--- config.mk ---
export PLATFORM = sky130hd
export DESIGN_NAME = exec_wb_stage_flat
export DESIGN_NICKNAME = d
export VERILOG_FILES = /design/src/rtl/exec_wb_stage_if.sv /design/src/rtl/exec_wb_stage.sv /design/src/flat_wrapper.sv
export SDC_FILE = /design/constraint.sdc
export NUM_CORES = 1
export LEC_CHECK = 0
export BUFFER_PORTS_ARGS = -buffer_cell sky130_fd_sc_hd__clkbuf_2
export CORE_MARGIN = 1
export CORE_UTILIZATION = 41
export CTS_CLUSTER_DIAMETER = 200
export DETAILED_ROUTE_END_ITERATION = 10
export SYNTH_ARGS = -nofsm -noshare
export SYNTH_HDL_FRONTEND = slang
export SYNTH_SLANG_ARGS = --single-unit
--- constraint.sdc ---
create_clock -name clk -period 3.2 [get_ports clk]
set_input_delay 0.32 -clock clk [delete_from_list [all_inputs] [get_ports clk]]
set_output_delay 0.32 -clock clk [all_outputs]
set_load 0.02 [all_outputs]
--- src/rtl/exec_wb_stage_if.sv ---
// rtl/exec_wb_stage_if.sv - instruction, register-file and status bundle for exec_wb_stage
interface exec_wb_stage_if;
  logic        in_valid;
  logic        in_ready;
  logic [2:0]  in_op;
  logic [4:0]  in_rd;
  logic [4:0]  in_rs1;
  logic [4:0]  in_rs2;
  logic [4:0]  raddr1;
  logic [4:0]  raddr2;
  logic [31:0] rdata1;
  logic [31:0] rdata2;
  logic        rf_we;
  logic [4:0]  rf_waddr;
  logic [31:0] rf_wdata;
  logic        busy;

  // Decoder and register file side
  modport master (
    output in_valid, in_op, in_rd, in_rs1, in_rs2, rdata1, rdata2,
    input  in_ready, raddr1, raddr2, rf_we, rf_waddr, rf_wdata, busy
  );

  // Execute/write-back stage side
  modport slave (
    input  in_valid, in_op, in_rd, in_rs1, in_rs2, rdata1, rdata2,
    output in_ready, raddr1, raddr2, rf_we, rf_waddr, rf_wdata, busy
  );
endinterface

--- src/rtl/exec_wb_stage.sv ---
// rtl/exec_wb_stage.sv - two-stage EX/WB ALU pipeline with hazard stall or operand bypass (EXEC_WB_BYPASS_EN)
module exec_wb_stage (
  input  logic           clk,
  input  logic           rst,
  exec_wb_stage_if.slave bus
);

  localparam logic [2:0] OP_ADD = 3'b000;
  localparam logic [2:0] OP_SUB = 3'b001;
  localparam logic [2:0] OP_AND = 3'b010;
  localparam logic [2:0] OP_OR  = 3'b011;
  localparam logic [2:0] OP_XOR = 3'b100;
  localparam logic [2:0] OP_SLL = 3'b101;
  localparam logic [2:0] OP_SRL = 3'b110;
  localparam logic [2:0] OP_SLT = 3'b111;

  // EX register
  logic        ex_valid_q, ex_valid_d;
  logic [2:0]  ex_op_q,    ex_op_d;
  logic [4:0]  ex_rd_q,    ex_rd_d;
  logic [31:0] ex_a_q,     ex_a_d;
  logic [31:0] ex_b_q,     ex_b_d;

  // WB register; rf_waddr/rf_wdata only move for entries that really write
  logic        wb_valid_q, wb_valid_d;
  logic [4:0]  wb_rd_q,    wb_rd_d;
  logic [4:0]  rf_waddr_q, rf_waddr_d;
  logic [31:0] rf_wdata_q, rf_wdata_d;

  logic [31:0] alu_result;
  logic        ex_live;
  logic        wb_live;
  logic        ex_hit1, ex_hit2, wb_hit1, wb_hit2;
  logic        stall;
  logic        in_ready;
  logic        accept;
  logic [31:0] op_a;
  logic [31:0] op_b;

  // Register-file read ports follow the presented sources directly
  assign bus.raddr1 = bus.in_rs1;
  assign bus.raddr2 = bus.in_rs2;

  // ALU on the EX operands; shifts use only the low five bits of op2
  always_comb begin
    alu_result = 32'd0;
    case (ex_op_q)
      OP_ADD:  alu_result = ex_a_q + ex_b_q;
      OP_SUB:  alu_result = ex_a_q - ex_b_q;
      OP_AND:  alu_result = ex_a_q & ex_b_q;
      OP_OR:   alu_result = ex_a_q | ex_b_q;
      OP_XOR:  alu_result = ex_a_q ^ ex_b_q;
      OP_SLL:  alu_result = ex_a_q << ex_b_q[4:0];
      OP_SRL:  alu_result = ex_a_q >> ex_b_q[4:0];
      OP_SLT:  alu_result = {31'd0, ($signed(ex_a_q) < $signed(ex_b_q))};
      default: alu_result = 32'd0;
    endcase
  end

  // An entry only matters for dependencies if it will write a non-zero register
  assign ex_live = ex_valid_q && (ex_rd_q != 5'd0);
  assign wb_live = wb_valid_q && (wb_rd_q != 5'd0);
  assign ex_hit1 = ex_live && (ex_rd_q == bus.in_rs1);
  assign ex_hit2 = ex_live && (ex_rd_q == bus.in_rs2);
  assign wb_hit1 = wb_live && (wb_rd_q == bus.in_rs1);
  assign wb_hit2 = wb_live && (wb_rd_q == bus.in_rs2);

  // Operand selection: forward (youngest producer first) or stall until the file is current
  always_comb begin
    stall = 1'b0;
    op_a  = bus.rdata1;
    op_b  = bus.rdata2;
`ifdef EXEC_WB_BYPASS_EN
    if (ex_hit1) begin
      op_a = alu_result;
    end else if (wb_hit1) begin
      op_a = rf_wdata_q;
    end
    if (ex_hit2) begin
      op_b = alu_result;
    end else if (wb_hit2) begin
      op_b = rf_wdata_q;
    end
`else
    stall = ex_hit1 || ex_hit2 || wb_hit1 || wb_hit2;
`endif
  end

  // Ready stays high while in reset; nothing is taken on a reset edge
  assign in_ready     = rst || !stall;
  assign bus.in_ready = in_ready;
  assign accept       = bus.in_valid && in_ready && !rst;

  // Next-state for both pipeline registers
  always_comb begin
    ex_valid_d = accept;
    ex_op_d    = ex_op_q;
    ex_rd_d    = ex_rd_q;
    ex_a_d     = ex_a_q;
    ex_b_d     = ex_b_q;
    wb_valid_d = ex_valid_q;
    wb_rd_d    = ex_rd_q;
    rf_waddr_d = rf_waddr_q;
    rf_wdata_d = rf_wdata_q;
    if (accept) begin
      ex_op_d = bus.in_op;
      ex_rd_d = bus.in_rd;
      ex_a_d  = op_a;
      ex_b_d  = op_b;
    end
    if (ex_live) begin
      rf_waddr_d = ex_rd_q;
      rf_wdata_d = alu_result;
    end
  end

  // Pipeline state registers with synchronous reset
  always_ff @(posedge clk) begin
    if (rst) begin
      ex_valid_q <= 1'b0;
      ex_op_q    <= 3'd0;
      ex_rd_q    <= 5'd0;
      ex_a_q     <= 32'd0;
      ex_b_q     <= 32'd0;
      wb_valid_q <= 1'b0;
      wb_rd_q    <= 5'd0;
      rf_waddr_q <= 5'd0;
      rf_wdata_q <= 32'd0;
    end else begin
      ex_valid_q <= ex_valid_d;
      ex_op_q    <= ex_op_d;
      ex_rd_q    <= ex_rd_d;
      ex_a_q     <= ex_a_d;
      ex_b_q     <= ex_b_d;
      wb_valid_q <= wb_valid_d;
      wb_rd_q    <= wb_rd_d;
      rf_waddr_q <= rf_waddr_d;
      rf_wdata_q <= rf_wdata_d;
    end
  end

  // A write pending during a reset cycle is suppressed so the dropped entry never lands
  assign bus.rf_we    = wb_live && !rst;
  assign bus.rf_waddr = rf_waddr_q;
  assign bus.rf_wdata = rf_wdata_q;
  assign bus.busy     = ex_valid_q || wb_valid_q;

endmodule

--- src/flat_wrapper.sv ---
// flat-port wrapper written by rule: the top's interface ports become plain ports
module exec_wb_stage_flat 
  (clk, rst, bus_in_valid, bus_in_op, bus_in_rd, bus_in_rs1, bus_in_rs2, bus_rdata1, bus_rdata2, bus_in_ready, bus_raddr1, bus_raddr2, bus_rf_we, bus_rf_waddr, bus_rf_wdata, bus_busy);
  exec_wb_stage_if bus_i ();
  input  logic clk;
  input  logic rst;
  input wire logic [$bits(bus_i.in_valid)-1:0] bus_in_valid;
  input wire logic [$bits(bus_i.in_op)-1:0] bus_in_op;
  input wire logic [$bits(bus_i.in_rd)-1:0] bus_in_rd;
  input wire logic [$bits(bus_i.in_rs1)-1:0] bus_in_rs1;
  input wire logic [$bits(bus_i.in_rs2)-1:0] bus_in_rs2;
  input wire logic [$bits(bus_i.rdata1)-1:0] bus_rdata1;
  input wire logic [$bits(bus_i.rdata2)-1:0] bus_rdata2;
  output wire logic [$bits(bus_i.in_ready)-1:0] bus_in_ready;
  output wire logic [$bits(bus_i.raddr1)-1:0] bus_raddr1;
  output wire logic [$bits(bus_i.raddr2)-1:0] bus_raddr2;
  output wire logic [$bits(bus_i.rf_we)-1:0] bus_rf_we;
  output wire logic [$bits(bus_i.rf_waddr)-1:0] bus_rf_waddr;
  output wire logic [$bits(bus_i.rf_wdata)-1:0] bus_rf_wdata;
  output wire logic [$bits(bus_i.busy)-1:0] bus_busy;
  assign bus_i.in_valid = bus_in_valid;
  assign bus_i.in_op = bus_in_op;
  assign bus_i.in_rd = bus_in_rd;
  assign bus_i.in_rs1 = bus_in_rs1;
  assign bus_i.in_rs2 = bus_in_rs2;
  assign bus_i.rdata1 = bus_rdata1;
  assign bus_i.rdata2 = bus_rdata2;
  assign bus_in_ready = bus_i.in_ready;
  assign bus_raddr1 = bus_i.raddr1;
  assign bus_raddr2 = bus_i.raddr2;
  assign bus_rf_we = bus_i.rf_we;
  assign bus_rf_waddr = bus_i.rf_waddr;
  assign bus_rf_wdata = bus_i.rf_wdata;
  assign bus_busy = bus_i.busy;
  exec_wb_stage u_core (.clk(clk), .rst(rst), .bus(bus_i));
endmodule
==> impl_summary.txt <==
----------------------------------------------------
[Outcome]
  Result of the run ... complete, no violations

[Floorplan]
  Die outline area ... 32600 um2
  I/O pin count ... 135
  Starting density of the core ... 41.6%
  Floorplan die height ... 181 um
  Die width ... 181 um
  Site Rows ... 65
  Placeable Area ... 31500 um2

[Drt]
  Vias post-DR ... 15300
  Mean number of vias per cell ... 6.31
  Starting DRC count in detailed routing ... 1690
  Number of remaining DRC errors ... 0
  Detailed-route wire length per cell ... 26.8 um
  Pre-Repair DR Iteration Count ... 6
  Post-detailed-route count of antenna-violating nets ... 0
  Total routed wirelength ... 65000 um

[Setup path]
  Number of cell instances on the worst register-to-register path ... 11
  Kind of end point of the critical path ... register
  CP arrival ... 3.52 ns
  Worst flop-to-flop path startpoint ... u_core.ex_b_q[2]
  Max Fanout on Critical Path ... 30
  R2r setup slk ... 0.03 ns
  Crit Path Category ... register to register
  Worst r2r dst ... u_core.bus.rf_wdata[0]
  CP Data Required Time ... 3.55 ns
  Startpoint types ... register

[Clock network]
  Latest clock arrival within the worst-skew pair ... 0.46 ns
  Hold-fix buffers at CTS ... 0
  Maximum level of the CTS H-tree ... 4
  CTS Sinks ... 116
  Root Buffer ... clkbuf_16
  Maximum root-to-sink buffer count ... 2
  Clock tree from TritonCTS ... yes
  CTS clock-pin slew for the worst setup and hold paths ... 0.06 ns
  Inserted Clock Buffers ... 17

[Job]
  Max_cap viols ... 0

[Yosys]
  Syn. warnings ... 0
  Summed instance area of the synthesized netlist ... 13100 um2
  Number of standard cells after synthesis ... 1738
  Portion of the post-synthesis area used by sequential elements ... 17.8%
  FF+latch count, synth ... 116
  Synthesized area per cell ... 7.53 um2
  Synth top area cells ... dfxtp_1 18%, ha_1 9.3%, mux2i_1 8.6%
  Share of flip-flops with an asynchronous set or reset ... 0%
  Number of enable-type register cells in the synthesized netlist ... 0
  Syn nets ... 1922
  Ys flop type ... dfxtp_1
  Biggest area consumer among synthesized cells ... dfxtp_1
  Number of distinct library cell variants in the gate-level netlist after synthesis ... 91
  Post-synth top area share ... 17.8%

[Timing]
  Final max-slew violation count ... 0
  Number of setup violations in the final report ... 0
  Skew final ... 0.00963 ns
  Worst Max-Slew Pin Slew ... 0.884 ns
  Final Critical Period ... 3.17 ns
  Setup repair after global routing missed its margin ... true
  Maximum frequency from static timing analysis ... 315 MHz
  Final worst-path setup slack ... 0.0289 ns
  Portion of the clock cycle consumed by the worst path in the final layout ... 99.1%
  Count of final hold-check violations ... 0
  Worst slew slack as a fraction of its limit ... 39.5%

[Placement]
  DP Area ... 15700 um2
  Placer's final routability congestion estimate ... 1.04
  Setup slack after placement ... -0.165 ns
  Count of buffers inserted at the top-level ports ... 134
  Hpwl dp ... 51500 um

[GRT]
  First-pass GRT wire length ... 94500 um
  Global route overflow ... 0
  Via count of the first global-routing pass ... 14400
  Pin count of the biggest net entering global routing ... 88
  Number of antenna violations at the first check in global routing ... 0
  GRT Total Usage ... 39.3%

[Cells and area]
  Syn-to-layout area delta ... 26.5%
  Number of fill cells in the layout ... 3114
  Number of inserted diodes ... 0
  Area of the multi-input gates ... 9910 um2
  Layout cell share with drive strength beyond 1 ... 27.5%
  Area taken by flip-flops and latches ... 2330 um2
  Fin area ... 16600 um2
  Final Net Count ... 2193

[Min path]
  Startpoint of the worst hold path ... bus_rdata1[3]
  End point of the worst hold path ... u_core.ex_a_q[3]
  Worst hold path class ... primary input to register
  Count of cells along the worst hold path ... 3

[Power and ir drop]
  Total leakage power ... 7.19 nW
  IR Drop Worst-Case VDD ... 0.413 mV
  Power density relative to cell area ... 397 nW/um2

----------------------------------------------------
==> Yosys cell counts (all sizes together) (5+ instances only) <==
| cell type | count |
|---|---|
| a2111oi | 5 |
| a211o | 9 |
| a211oi | 26 |
| a21o | 18 |
| a21oi | 135 |
| a221o | 22 |
| a221oi | 40 |
| a22oi | 8 |
| a311oi | 11 |
| a31oi | 11 |
| and2 | 6 |
| and3 | 5 |
| buf | 71 |
| clkbuf | 77 |
| dfxtp | 116 |
| ha | 97 |
| inv | 100 |
| mux2 | 16 |
| mux2i | 113 |
| mux4 | 40 |
| nand2 | 142 |
| nand2b | 12 |
| nand3 | 26 |
| nand4 | 9 |
| nor2 | 262 |
| nor2b | 13 |
| nor3 | 47 |
| nor4 | 19 |
| o211ai | 19 |
| o21ai | 105 |
| o21bai | 15 |
| o221ai | 14 |
| o22ai | 16 |
| o31a | 5 |
| o31ai | 16 |
| or3 | 5 |
| xnor2 | 16 |
| xor2 | 12 |
==> worst max-delay path, stage by stage (launching register included) <==
cell and delay, ns:
dfxtp_2 0.35, buf_4 0.33, buf_4 0.35, mux4_2 0.35, nand2_1 0.08, o21ai_1 0.23, nand2_1 0.14, o21ai_0 0.23
buf_4 0.24, a221oi_1 0.37, nor2_1 0.13, a211o_1 0.23
==> worst max-delay path by stage <==
stage | startpoint | endpoint | slack (ns) | depth (start not counted)
2_1_floorplan | u_core.ex_b_q[2] | u_core.bus.rf_wdata[30] | -0.02 | 15
3_3_place_gp | u_core.ex_a_q[0] | u_core.bus.rf_wdata[16] | -0.09 | 13
3_5_place_dp | u_core.ex_a_q[0] | u_core.bus.rf_wdata[16] | -0.17 | 13
4_1_cts | u_core.ex_a_q[7] | u_core.bus.rf_wdata[16] | 0.03 | 13
5_1_grt | u_core.ex_b_q[9] | u_core.bus.rf_wdata[24] | -0.04 | 14
6_report | u_core.ex_b_q[2] | u_core.bus.rf_wdata[0] | 0.03 | 11
==> per-stage QoR <==
stage          hold WS (ns)  power, mW  TNS [ns]  utilization, %  cells
3_3_place_gp          0.439       4.34    -0.147            49.8   2384
4_1_cts              0.0741       6.44         0            51.9   2417
2_1_floorplan         0.464       3.15   -0.0168               -   1738
6_report             0.0852       6.58         0            52.6   2424
5_1_grt              0.0780       6.81    -0.135            52.6   2424
3_5_place_dp          0.453       4.33    -0.480            49.8   2384
==> sequential cells by signal (all words and copies together) (netlist names) <==
signal,count
u_core.ex_op_q,3
u_core.bus.rf_waddr,5
u_core.ex_a_q,32
u_core.wb_rd_q,5
u_core.ex_valid_q,1
u_core.ex_rd_q,5
u_core.wb_valid_q,1
u_core.bus.rf_wdata,32
u_core.ex_b_q,32
==> layout by cell type, fill, tap and decap left out, drive strengths merged, types with 18 or more instances in the layout <==
master and count:
a221oi 40, a21oi 135, nand3 26, buf 266, a21o 18, o211ai 19, nor2 262, nor4 19
nand2 142, mux4 40, mux2i 113, a211oi 26, a221o 22, inv 101, dfxtp 116, o21ai 105
ha 97, clkbuf 155, nor3 47
==> kinds of logic (layout without fill, tap and decap cells) <==
family / count (synthesis) / in the layout / synth area share, %
and+or+nand+nor: 563 / 563 / 19.0
xor gates and xnor gates: 28 / 28 / 1.87
adders and majority gates: 100 / 100 / 9.66
muxes: 169 / 169 / 16.9
DFF: 116 / 116 / 17.8
AOI/OAI and AO/OA: 512 / 512 / 26.6
buffers and inverters: 250 / 534 / 8.14
==> per-layer routing <==
layer / wire length [um] / global-route usage (%) / vias to the layer above / part of all wire [%]
met4: 2640 / 16.0 / 0 / 4.1
met5: 0 / 0 / - / 0
met3: 5920 / 7.88 / 138 / 9.1
met1: 29400 / 55.8 / 7409 / 45
met2: 27100 / 57.5 / 873 / 42
li1: - / - / 6881 / -
==> power breakdown <==
part           switching [mW]  internal [mW]
clock network           0.790           1.30
logic                    1.75           1.10
registers              0.0898           1.54
==> timing repair <==
action,CTS,global route
gates cloned,0,1
pin swaps,2,13
endpoints found under the setup margin,6,18
gates resized for setup,8,26
buffers inserted,1,6
==> area by class of cell <==
class                           instances  area share [%]
Multi-Input combinational cell       1372            59.8
Clock inverter                         11           0.899
Clock buffer                           21            2.90
Sequential cell                       116            14.1
Inverter                              102            2.33
Timing Repair Buffer                  400            16.9
Tap cell                              402            3.04
No activity file was read; power rests on OpenSTA's default activity.
